<file path="src/rtl/decode_stage.sv">
// Registered multi-lane decode stage: a circular instruction queue feeding a
// WIDTH-wide decoded-uop output register with valid/ready, exception halt and flush.

package Instr;
  typedef logic [31:0] enc_t;
  localparam logic [6:0] OP_LD  = 7'b0000011;
  localparam logic [6:0] OP_IMM = 7'b0010011;
  localparam logic [6:0] OP_ST  = 7'b0100011;
  localparam logic [6:0] OP_REG = 7'b0110011;
endpackage

package Uop;
  typedef enum logic [1:0] {FU_NONE, FU_INTALU, FU_MEM} fu_t;
  typedef enum logic [3:0] {
    ALU_ADD, ALU_SUB, ALU_SLL, ALU_SLT, ALU_SLTU,
    ALU_XOR, ALU_SRL, ALU_SRA, ALU_OR, ALU_AND
  } op_t;
  typedef enum logic [1:0] {SZ_B, SZ_H, SZ_W} sz_t;
  typedef enum logic {EX_NONE, EX_DECODE} ex_t;

  typedef struct packed {
    logic isLd;
    logic isSt;
    logic isUns;
    sz_t  sz;
  } mem_op_t;

  typedef struct packed {
    fu_t         fu;
    op_t         op;
    logic [4:0]  rs1;
    logic [4:0]  rs2;
    logic [4:0]  rd;
    logic [31:0] imm;
    logic        immValid;
    mem_op_t     memOp;
    logic        exValid;
    ex_t         ex;
  } dec_t;

  function automatic dec_t decode(Instr::enc_t w);
    dec_t d;
    logic bad;
    d = '0;
    bad = 1'b0;
    case (w[6:0])
      Instr::OP_IMM: begin
        d.fu = FU_INTALU;
        d.rs1 = w[19:15];
        d.rd = w[11:7];
        d.immValid = 1'b1;
        d.imm = {{20{w[31]}}, w[31:20]};
        case (w[14:12])
          3'b000: d.op = ALU_ADD;
          3'b001: begin d.op = ALU_SLL; d.imm = {27'b0, w[24:20]}; end
          3'b010: d.op = ALU_SLT;
          3'b011: d.op = ALU_SLTU;
          3'b100: d.op = ALU_XOR;
          3'b101: begin d.op = w[30] ? ALU_SRA : ALU_SRL; d.imm = {27'b0, w[24:20]}; end
          3'b110: d.op = ALU_OR;
          default: d.op = ALU_AND;
        endcase
      end
      Instr::OP_REG: begin
        d.fu = FU_INTALU;
        d.rs1 = w[19:15];
        d.rs2 = w[24:20];
        d.rd = w[11:7];
        case (w[14:12])
          3'b000: d.op = w[30] ? ALU_SUB : ALU_ADD;
          3'b001: d.op = ALU_SLL;
          3'b010: d.op = ALU_SLT;
          3'b011: d.op = ALU_SLTU;
          3'b100: d.op = ALU_XOR;
          3'b101: d.op = w[30] ? ALU_SRA : ALU_SRL;
          3'b110: d.op = ALU_OR;
          default: d.op = ALU_AND;
        endcase
      end
      Instr::OP_LD: begin
        d.fu = FU_MEM;
        d.op = ALU_ADD;
        d.rs1 = w[19:15];
        d.rd = w[11:7];
        d.immValid = 1'b1;
        d.imm = {{20{w[31]}}, w[31:20]};
        d.memOp.isLd = 1'b1;
        case (w[14:12])
          3'b000: d.memOp.sz = SZ_B;
          3'b001: d.memOp.sz = SZ_H;
          3'b010: d.memOp.sz = SZ_W;
          3'b100: begin d.memOp.sz = SZ_B; d.memOp.isUns = 1'b1; end
          3'b101: begin d.memOp.sz = SZ_H; d.memOp.isUns = 1'b1; end
          default: bad = 1'b1;
        endcase
      end
      Instr::OP_ST: begin
        d.fu = FU_MEM;
        d.op = ALU_ADD;
        d.rs1 = w[19:15];
        d.rs2 = w[24:20];
        d.immValid = 1'b1;
        d.imm = {{20{w[31]}}, w[31:25], w[11:7]};
        d.memOp.isSt = 1'b1;
        case (w[14:12])
          3'b000: d.memOp.sz = SZ_B;
          3'b001: d.memOp.sz = SZ_H;
          3'b010: d.memOp.sz = SZ_W;
          default: bad = 1'b1;
        endcase
      end
      default: bad = 1'b1;
    endcase
    // A faulting uop carries nothing but the exception itself.
    if (bad) begin
      d = '0;
      d.exValid = 1'b1;
      d.ex = EX_DECODE;
    end
    return d;
  endfunction
endpackage

module decode_stage #(
  parameter int WIDTH = 2,
  parameter int DEPTH = 8
) (
  input  logic                   clk,
  input  logic                   rstN,
  input  logic                   flush,
  input  logic                   fetchValid,
  input  logic [WIDTH-1:0]       fetchLaneValid,
  input  logic [WIDTH-1:0][31:0] fetchEnc,
  output logic                   fetchReady,
  output logic [WIDTH-1:0]       decValid,
  output Uop::dec_t [WIDTH-1:0]  dec,
  input  logic                   decReady,
  output logic                   halted
);
  localparam int PW = $clog2(DEPTH);
  localparam int CW = PW + 1;

  typedef enum logic {RUN, HALT} state_t;
  state_t state, stateNext;

  Instr::enc_t           mem [DEPTH];
  logic [PW-1:0]         head, tail;
  logic [CW-1:0]         count;
  logic                  push, load, hitEx;
  logic [CW-1:0]         pushCnt, popCnt;
  logic [PW-1:0]         laneOff [WIDTH];
  logic [WIDTH-1:0]      popValid;
  Uop::dec_t [WIDTH-1:0] popDec;

  assign fetchReady = (count <= CW'(DEPTH - WIDTH));
  assign push = fetchValid && fetchReady && !flush;
  assign load = (!decValid[0] || decReady) && (state == RUN);
  assign halted = (state == HALT);

  // Valid fetch lanes are packed toward the tail in lane order.
  always_comb begin
    pushCnt = '0;
    for (int i = 0; i < WIDTH; i++) begin
      laneOff[i] = PW'(pushCnt);
      pushCnt = pushCnt + CW'(fetchLaneValid[i]);
    end
  end

  // Peek at the oldest entries; stop just after the first faulting lane.
  always_comb begin
    popValid = '0;
    popDec = '0;
    popCnt = '0;
    hitEx = 1'b0;
    for (int i = 0; i < WIDTH; i++) begin
      if (!hitEx && (CW'(i) < count)) begin
        popDec[i] = Uop::decode(mem[head + PW'(i)]);
        popValid[i] = 1'b1;
        popCnt = popCnt + CW'(1);
        hitEx = popDec[i].exValid;
      end
    end
  end

  always_comb begin
    stateNext = state;
    if (flush)
      stateNext = RUN;
    else if (load && hitEx)
      stateNext = HALT;
  end

  always_ff @(posedge clk or negedge rstN) begin
    if (!rstN)
      state <= RUN;
    else
      state <= stateNext;
  end

  always_ff @(posedge clk or negedge rstN) begin
    if (!rstN) begin
      head <= '0;
      tail <= '0;
      count <= '0;
    end else if (flush) begin
      head <= '0;
      tail <= '0;
      count <= '0;
    end else begin
      if (push)
        tail <= tail + PW'(pushCnt);
      if (load)
        head <= head + PW'(popCnt);
      count <= count + (push ? pushCnt : '0) - (load ? popCnt : '0);
    end
  end

  always_ff @(posedge clk) begin
    if (push)
      for (int i = 0; i < WIDTH; i++)
        if (fetchLaneValid[i])
          mem[tail + laneOff[i]] <= fetchEnc[i];
  end

  always_ff @(posedge clk or negedge rstN) begin
    if (!rstN) begin
      decValid <= '0;
      dec <= '0;
    end else if (flush || (halted && decReady)) begin
      decValid <= '0;
      dec <= '0;
    end else if (load) begin
      decValid <= popValid;
      dec <= popDec;
    end
  end

endmodule
</file>
<file path="config.mk">
export PLATFORM = sky130hd
export DESIGN_NAME = decode_stage
export DESIGN_NICKNAME = d
export VERILOG_FILES = /design/src/rtl/decode_stage.sv
export SDC_FILE = /design/constraint.sdc
export NUM_CORES = 1
export LEC_CHECK = 0
export ABC_CLOCK_PERIOD_IN_PS = 4300
export CAP_MARGIN = 20
export CORE_ASPECT_RATIO = 1.5
export CORE_UTILIZATION = 52
export DETAILED_ROUTE_END_ITERATION = 8
export PLACE_DENSITY = 0.81
export SETUP_SLACK_MARGIN = 0.02
export SYNTH_ARGS = -nofsm -noshare
export SYNTH_HDL_FRONTEND = slang
export SYNTH_SLANG_ARGS = --single-unit
</file>
<file path="constraint.sdc">
create_clock -name clk -period 4.3 [get_ports clk]
set_input_delay 1.29 -clock clk [delete_from_list [all_inputs] [get_ports clk]]
set_output_delay 1.29 -clock clk [all_outputs]
set_load 0.05 [all_outputs]
</file>
**Yosys cells after proc, flatten, opt, wreduce, memory -nomap -nowiden**

Memory sizes are Yosys's and may differ from the RTL's.
Cells that the tools add are included.

- Mux-type cells: 69
- Magnitude comparators: 3
- $add $sub $neg: 8
- Reduce and logical (&&, ||, !) cells: 33
- Bitwise logic cells: 1
- Equal/unequal tests: 20

Operators by type and width:

| operator | number |
|---|---|
| $mux W122 | 2 |
| $mux W61 | 4 |
| $pmux W33 S3 | 2 |
| $pmux W4 S7 | 4 |
| $pmux W11 S3 | 2 |
| $mux W32 | 2 |
| $mux W1 | 31 |
| $eq A7 B6 Y1 const B | 4 |
| $pmux W2 S2 | 6 |
| $mux W5 | 4 |
| $reduce_or A2 Y1 | 10 |
| $eq A3 B3 Y1 const B | 6 |
| $eq A7 B2 Y1 const B | 2 |
| $eq A7 B5 Y1 const B | 2 |
| $eq A3 B2 Y1 const B | 4 |
| $mux W3 | 4 |
| $mux W4 | 3 |
| $reduce_or A3 Y1 | 4 |
| $reduce_or A5 Y1 | 2 |
| $lt A1 B4 Y1 const A | 2 |
| $reduce_bool A2 Y1 | 4 |
| $eq A3 B1 Y1 const B | 2 |
| $logic_and A1 B1 Y1 | 6 |
| $logic_not A3 Y1 | 2 |
| 14 further kinds | 20 |

- Input bits: 71
- RAM bits: 256
- Word-level logic and storage cells: 166
- Memories: 1
- Output and inout port bits: 126
- Flip-flop bits (word level): 135

Memory list:

| name | depth | bits a word | rd ports | clocked after memory_dff | wr ports | RTL line | text |
|---|---|---|---|---|---|---|---|
| mem | 8 | 32 | 2 | 0 | 2 | 146 | `Instr::enc_t mem [DEPTH];` |

**Logic depth before layout (Yosys ltp)**

An unclocked memory read counts as a cell.

- Depth after elaboration: 16
- Mapped depth: 17
- Depth with buffers taken out: 14

**Worst setup path after synthesis**

OpenSTA, ideal clock, no wires.

- Path type: input -> register
- From: input port fetchValid
- To: memory mem[0][0] in the netlist's numbering (enable)
- Path slack: -602 ps
- Path buffers: 0
- Data required time: 3830 ps
- Library setup time: 470 ps
- Stages: 5
- Arrival time: 4432 ps
- Cells stage by stage: inv_1 > a311o_1 > nor2_1 > nand3b_1 > o31ai_1

RTL lines:

| item | RTL line | text |
|---|---|---|
| from (decl) | 131 | `input logic fetchValid,` |
| to (decl) | 146 |  |

**Final worst setup path**

- From: register head[1]
- To: register count[2]

- Longest elaborated chain between the ends: 14
- Elaborated cells on any way between the ends: 25
- Those cells by class: add/sub (1); eq/ne (8); mux (9); reduce/logical (6); memory (1)

Ends and longest elaborated chain:

| item | RTL line | text |
|---|---|---|
| from (decl) | 147 | `logic [PW-1:0] head, tail;` |
| from (signal assigned) | 213 | `head <= head + PW'(popCnt);` |
| $mem_v2 Z8 W32 (*) | - |  |
| $eq A3 B2 Y1, or another cell as far along | 88, 105 |  |
| $reduce_or A5 Y1 (no source line) / $reduce_or A3 Y1 (equally long branches) | - |  |
| $mux W1 (on tied branches) | 88, 105 |  |
| $pmux W1 S3 (*) | 46 | `case (w[6:0])` |
| $mux W1 (*) | 176 | `if (!hitEx && (CW'(i) < count)) begin` |
| $mux W61 (*) | 115 | `if (bad) begin` |
| $mux W1 (*) | 176 |  |
| $logic_not A1 Y1 (*) | 176 |  |
| $logic_and A1 B1 Y1 (*) | 176 |  |
| $mux W4 (*) | 176 |  |
| $mux W4 (*) | 214 | `count <= count + (push ? pushCnt : '0) - (load ? popCnt : '0);` |
| $sub A4 B4 Y4 (*) | 214 |  |
| $mux W4 (*) | 205 | `end else if (flush) begin` |
| to (signal assigned) | 214 |  |
| to (decl) | 148 | `logic [CW-1:0] count;` |

Mark *: on every way between the ends. The rest lies on a longest branch, timed or not. The select of a mux whose other input is x is not followed.
A chain may end at the register's enable or synchronous reset.

==> metrics.txt <==
final wirelength 51,600 µm; Final GP Congestion 0.8885; most frequent cells in the layout 292 x mux2_2, 256 x edfxtp_1, 195 x clkdlybuf4s50_1, 109 x mux4_2, 90 x dfrtp_1; CTS Root Cell clkbuf_16; Rel. slew slack around 28%; hpwl dp 34,600 µm; peak supply drop 0.2796 mV; core footprint 35,950 µm²; H-tree depth 2; met1 usage about a third; Util after Layout 63.09%; num ports 197; RR Endpoint count[2]$_DFF_PN0_; vias per std cell 6.421; Crit. End Element flip-flop; filler instances ~2.6k; ANT nets after route 0; CP Max Fanout 25; DRC Markers 0; status finished clean; Crit path largest cell delay approximately 0.73 ns; clock network power share between 20 and 30%; CP Class reg -> reg; most used cell, CP ha_1; largest net degree at the start of global routing 60; fraction of registers with async set or reset after synthesis around a quarter; Starting Density between 50% and 60%; Arrival @ worst endpoint between 4 and 5 ns; Peak Freq 0.2522 GHz; grt met2 use approximately half; register share of total power between 30% and 40%; DRT iter0 DRCs 967; clk buf depth 3; DIE HEIGHT 235.9 µm; final period utilization between 90% and 100%; wire length of the first global-routing pass between 70,000 and 80,000 µm; GR Util All Layers approximately 28%; Hold Slack 0.4749 ns; Die W about 160 µm; Syn-to-layout area delta 19.54%; row cnt 85; Worst Reg-to-Reg Cells 13; initial antenna violation count 1; critical path depth 13; RR Startpoint head[1]$_DFFE_PN0P_; final setup violation count 0; DIE AREA roughly 37,000 µm²; routing usage on met3 slightly above 5%; Cell Pwr Density approximately 470 nW/µm²; Post-Syn Area per Cell around 15 µm²; vias in the first global route 12.87k; switching share of power a little under a third; drt pass-1 iters 5; ant diodes 0; Buf/Inv on CP 1; post-cts resize count 0; clock period minus worst slack slightly below 4 ns; Setup crit start kind flip-flop; Slew Limit Fails 0; per-cell routed wire length about 27 µm; hold_buf cts 0; crit path to count[2]$_DFF_PN0_; FF+latch area about 10,000 µm²; Nets roughly 1.5k; YS warnings 0; GRT overflow 0; setup bufs post-CTS 0; share of cells above drive strength 1 37.74%; Multi-input gate area a little over 8000 µm²; mapped cell area 18,970 µm²; synthesis-stage register bit count roughly 350; Clock transition at path regs approximately 0.070 ns; syn nets around 1.3k; EDFF count, synth roughly 260; type of the most critical hold path reg -> reg; Comb pwr share ~34%; Leak ~7.8 nW; cts bufs inserted 35; commonest non-fill, non-tap cell in the layout mux2_2; RSZ-0062 raised after global routing false; slowest CP cell dfrtp_4; sequential fraction of the synthesis area 52.78%; Post-Syn Instances approximately 1.2k; vias roughly 12k; FF-to-FF setup slack ~0.33 ns; CTS tree done; Req. time, crit path ~4.7 ns; P_int slightly above 0.007 W; max capacitance violation total 0; Final Hold Viols 0; transition time of the tightest slew-check pin ~1.1 ns; Crit path max-delay family adder cells; most used routing layer met2; clk_skew between 0.015 and 0.02 ns; Port Buffers between 150 and 200; Net Sw Power 0.003392 W; critical path cell sequence mux4_2 -> mux2_2 -> nand2_1 -> a221oi_4 -> nor3_1 -> ha_1 -> and2_1 -> ha_1 -> inv_1 -> ha_1 -> fa_1 -> xnor2_1 -> nor2_1; CTS sink count between 300 and 400; ys flop type edfxtp_1; crit path from head[1]$_DFFE_PN0P_; Clk Latency, worst-skew pair approximately 0.53 ns; post-synth cell types slightly below 60
## kinds of logic after synthesis
group,synth area share [%]
AO/OA/AOI/OAI,4.847
XOR/XNOR,0.4221
adder cells (fa/ha/maj),1.279
buffers and inverters,4.016
flip-flops,52.78
multiplexers,32.44
AND/OR/NAND/NOR,4.214
## worst min path at each step
stage | startpoint | endpoint | slack [ns] | depth (start not counted)
floorplan | tail[1]$_DFFE_PN0P_ | tail[1]$_DFFE_PN0P_ | 0.57 | 2
global placement | dec[7]$_DFFE_PN0P_ | dec[7]$_DFFE_PN0P_ | 0.46 | 2
detailed placement | dec[7]$_DFFE_PN0P_ | dec[7]$_DFFE_PN0P_ | 0.47 | 2
CTS | dec[7]$_DFFE_PN0P_ | dec[7]$_DFFE_PN0P_ | 0.48 | 2
global route | dec[51]$_DFFE_PN0P_ | dec[51]$_DFFE_PN0P_ | 0.51 | 2
finish | dec[120]$_DFFE_PN0P_ | dec[120]$_DFFE_PN0P_ | 0.47 | 2
## worst min-delay path, cell delays in order (launching register included)
cell	delay, ns
dfrtp_1	0.34
nand2_1	0.05
nand2_1	0.06
## power groups by stage
stage / Clock, W / Combinational [W] / Sequential, W
floorplan: 0 / 0.00249 / 0.00398
global placement: 0 / 0.00345 / 0.00399
detailed placement: 0 / 0.00352 / 0.00400
CTS: 0.00314 / 0.00355 / 0.00393
global route: 0.00326 / 0.00375 / 0.00395
finish: 0.00311 / 0.00356 / 0.00393
## registers in the layout, indices dropped and copies added, names as in the netlist
| signal | count |
|---|---|
| dec | 80 |
| mem | 256 |
| head | 3 |
| count | 4 |
| tail | 3 |
| halted | 1 |
| decValid | 2 |
## stage by stage
| stage | worst slack (ns) | power, W | setup TNS, ns | std cells | instance area, µm² |
|---|---|---|---|---|---|
| after floorplan | -0.4948 | 0.006477 | -62.80 | 1239 | 18980 |
| after global placement | 0.4029 | 0.007436 | 0 | 1853 | 21530 |
| after detailed placement | 0.3538 | 0.007518 | 0 | 1853 | 21530 |
| after CTS | 0.3454 | 0.01062 | 0 | 1914 | 22680 |
| after global routing | 0.1536 | 0.01096 | 0 | 1914 | 22680 |
| final | 0.3347 | 0.01061 | 0 | 1914 | 22680 |
## Yosys cell counts, drive strengths merged (2+ instances only)
cell type  instances  area [µm²]
mux2             296        3333
edfxtp           256        7687
mux4             109        2455
buf               96       619.3
dfrtp             93        2327
nand2             80       307.8
o21ai             51       255.2
mux2i             35       366.6
a32o              30       300.3
nor2              28       107.6
clkbuf            25       93.84
a21oi             13       68.82
ha                13       162.7
inv               13       48.80
nand3             11       55.05
and3               8       55.05
a22oi              7       52.55
nor3               7       35.03
a22o               5       43.79
nand2b             5       31.28
nand4bb            5       56.30
nor2b              5       31.28
fa                 4       80.08
o31ai              4       30.03
xor2               4       53.81
a21o               3       22.52
and2               3       18.77
o32ai              3       26.28
or2                3       18.77
or4bb              3       33.78
xnor2              3       26.28
a31oi              2       12.51
nor3b              2       20.02
nor4               2       12.51
o21a               2       15.01
o21bai             2       15.01
## area by class of cell
type	count	area share (%)
clock buffers	50	4.617
clock inverters	11	0.4689
inverters	13	0.2151
multi-input cells	756	36.60
flip-flops and latches	349	44.19
well taps	478	2.637
repair buffers	257	11.26
## per-layer routing
| layer | up-vias | share of wire (%) | wire [µm] |
|---|---|---|---|
| li1 | 5205 | - | - |
| met1 | 6268 | 35 | 17890 |
| met2 | 665 | 52 | 26740 |
| met3 | 149 | 8.5 | 4397 |
| met4 | 2 | 5.0 | 2555 |
| met5 | - | 0.029 | 15 |
No activity file was read; power rests on OpenSTA's default activity.
==> RTL change (same flow settings) <==
Reset style: synchronous (`rstN`), changed in 3 clocked blocks.
--- a/src/rtl/decode_stage.sv
+++ b/src/rtl/decode_stage.sv
@@ -192,3 +192,3 @@
 
-  always_ff @(posedge clk or negedge rstN) begin
+  always_ff @(posedge clk) begin
     if (!rstN)
@@ -199,3 +199,3 @@
 
-  always_ff @(posedge clk or negedge rstN) begin
+  always_ff @(posedge clk) begin
     if (!rstN) begin
@@ -224,3 +224,3 @@
 
-  always_ff @(posedge clk or negedge rstN) begin
+  always_ff @(posedge clk) begin
     if (!rstN) begin
Check against the original RTL: differs if rstN is asserted again (counterexample within 4 cycles, from zero or initial values and one cycle with rstN low); with rstN held inactive, the same outputs for 4 cycles.
==> RTL change against the original RTL <==
- critical path depth rose by 2
- power shrank 6.1%
- critical endpoint is now count[3]$_SDFF_PP0_
- largest power group unchanged
- synthesized area decreased by 1.6%
- synthesized cell count up 6.9%
- worst hold slack worse by 0.023 ns
- cell area fell by 0.51%
- routed wire length shrank 0.36%
- worst setup slack gained 0.033 ns
- sequential cell count up 3
==> RTL change: results (changes against the original RTL) <==
metric,value,unit,change
syn-num-nets,1412,,+6.4%
fin_hold_ws,0.452,ns,-0.0226 ns
peakVddDrop,0.000359,V,+29%
slowest_stage,mux4_1,,
slowest_delay,0.59,ns,-0.14 ns
cts_buffers,36,,+2.9%
grt_pass1_wl,77.3,mm,+0.46%
drt_iter0_drc,1019,,+5.4%
period_minus_slack,3.93,ns,-0.0334 ns
antenna_found_initial,2,,+1
hpwl,34.0,mm,-1.7%
routed_via_density,6.40,,-0.37%
grtUsageTotal,28.6,%,+0.27 points
crit_family,simple AND/OR/NAND/NOR gates,,
post-place-ws,0.341,ns,-0.0125 ns
synthArstFlopShare,0,%,-27 points
cp.arrival,4.36,ns,-0.02 ns
yosysSeqAreaShare,51.5,%,-1.3 points
max_slew_margin,35.2,%,+6.8 points
synth_area_leaders,"edfxtp_1, mux2_2, mux4_2",,
fin_nets,1575,,+5.0%
finClkSkew,0.0200,ns,+0.00412 ns
yosys-top-cells-count,"mux2_2, edfxtp_1, nand2_1",,
placed_area,0.0213,sq mm,-1.0%
run_status,"complete, no violations",,
drive_gt1_share,32.9,%,-4.8 points
==> RTL change: cell count changes after synthesis, sizes merged, moves of 18 or more <==
cell	unedited run	this run
nor2	28	46
clkbuf	25	44
mux2	296	264
dfrtp	93	0
a32o	30	12
dfxtp	0	96
nand2	80	126
==> RTL change: layout make-up <==
type                       instances  share of cell area (%)
clock inverter                    19                    1.04
sequential                       352                    42.6
multi-input combinational        828                    37.5
timing repair buffer             251                    11.4
inverter                          18                   0.299
tap                              473                    2.62
clock buffer                      45                    4.51
antenna                            1                  0.0111
==> RTL change: logic make-up after synthesis <==
group	count (synthesis)	synth area share [%]
buffers and inverters	144	4.03
xor gates and xnor gates	8	0.375
adders and majority gates	17	1.30
AOI/OAI and AO/OA	139	5.09
and+or+nand+nor	249	6.27
muxes	415	31.5
DFF	352	51.5
==> RTL change: final timing paths <==
check	from	end	cells past startpoint
setup / recovery	register	count[3]$_SDFF_PP0_	15
hold / removal	dec[75]$_SDFFE_PP0P_	dec[75]$_SDFFE_PP0P_	2
setup reg to reg	register	count[3]$_SDFF_PP0_	15
hold reg to reg	dec[75]$_SDFFE_PP0P_	dec[75]$_SDFFE_PP0P_	2
==> RTL change: routing by layer <==
layer  track usage [%]  part of all wire (%)  vias to the layer above
met5                 0                 0.029                        -
met4              16.7                   5.6                        2
met3              4.38                   8.4                      169
met2              48.8                    50                      716
met1              34.1                    36                     6373
li1                  -                     -                     5450
==> RTL change: where the power goes <==
part / total (mW) / switching (mW) / internal, mW / leakage [nW]
logic: 2.82 / 1.59 / 1.23 / 3.91
registers: 3.81 / 0.0669 / 3.74 / 3.09
clock network: 3.33 / 1.33 / 2.00 / 0.613
==> RTL change: worst reg2reg max path: stages (launching register included) <==
cell	delay (ns)
dfxtp_4	0.52
mux4_1	0.60
mux2_2	0.34
or2_1	0.28
nand3_1	0.17
nand2_1	0.15
nor2_1	0.15
ha_1	0.19
and2_1	0.15
fa_1	0.45
inv_1	0.08
ha_1	0.22
a21o_1	0.18
a21oi_1	0.16
xnor2_1	0.13
nor2_1	0.06
==> RTL change: metrics by stage <==
| stage | util (%) | total power, mW | std cells |
|---|---|---|---|
| 6_report | 64.1 | 9.96 | 1987 |
| 5_1_grt | 64.1 | 10.3 | 1987 |
| 4_1_cts | 64.1 | 9.96 | 1986 |
| 3_5_place_dp | 60.5 | 6.66 | 1922 |
| 3_3_place_gp | 60.5 | 6.59 | 1922 |
| 2_1_floorplan | - | 5.85 | 1324 |
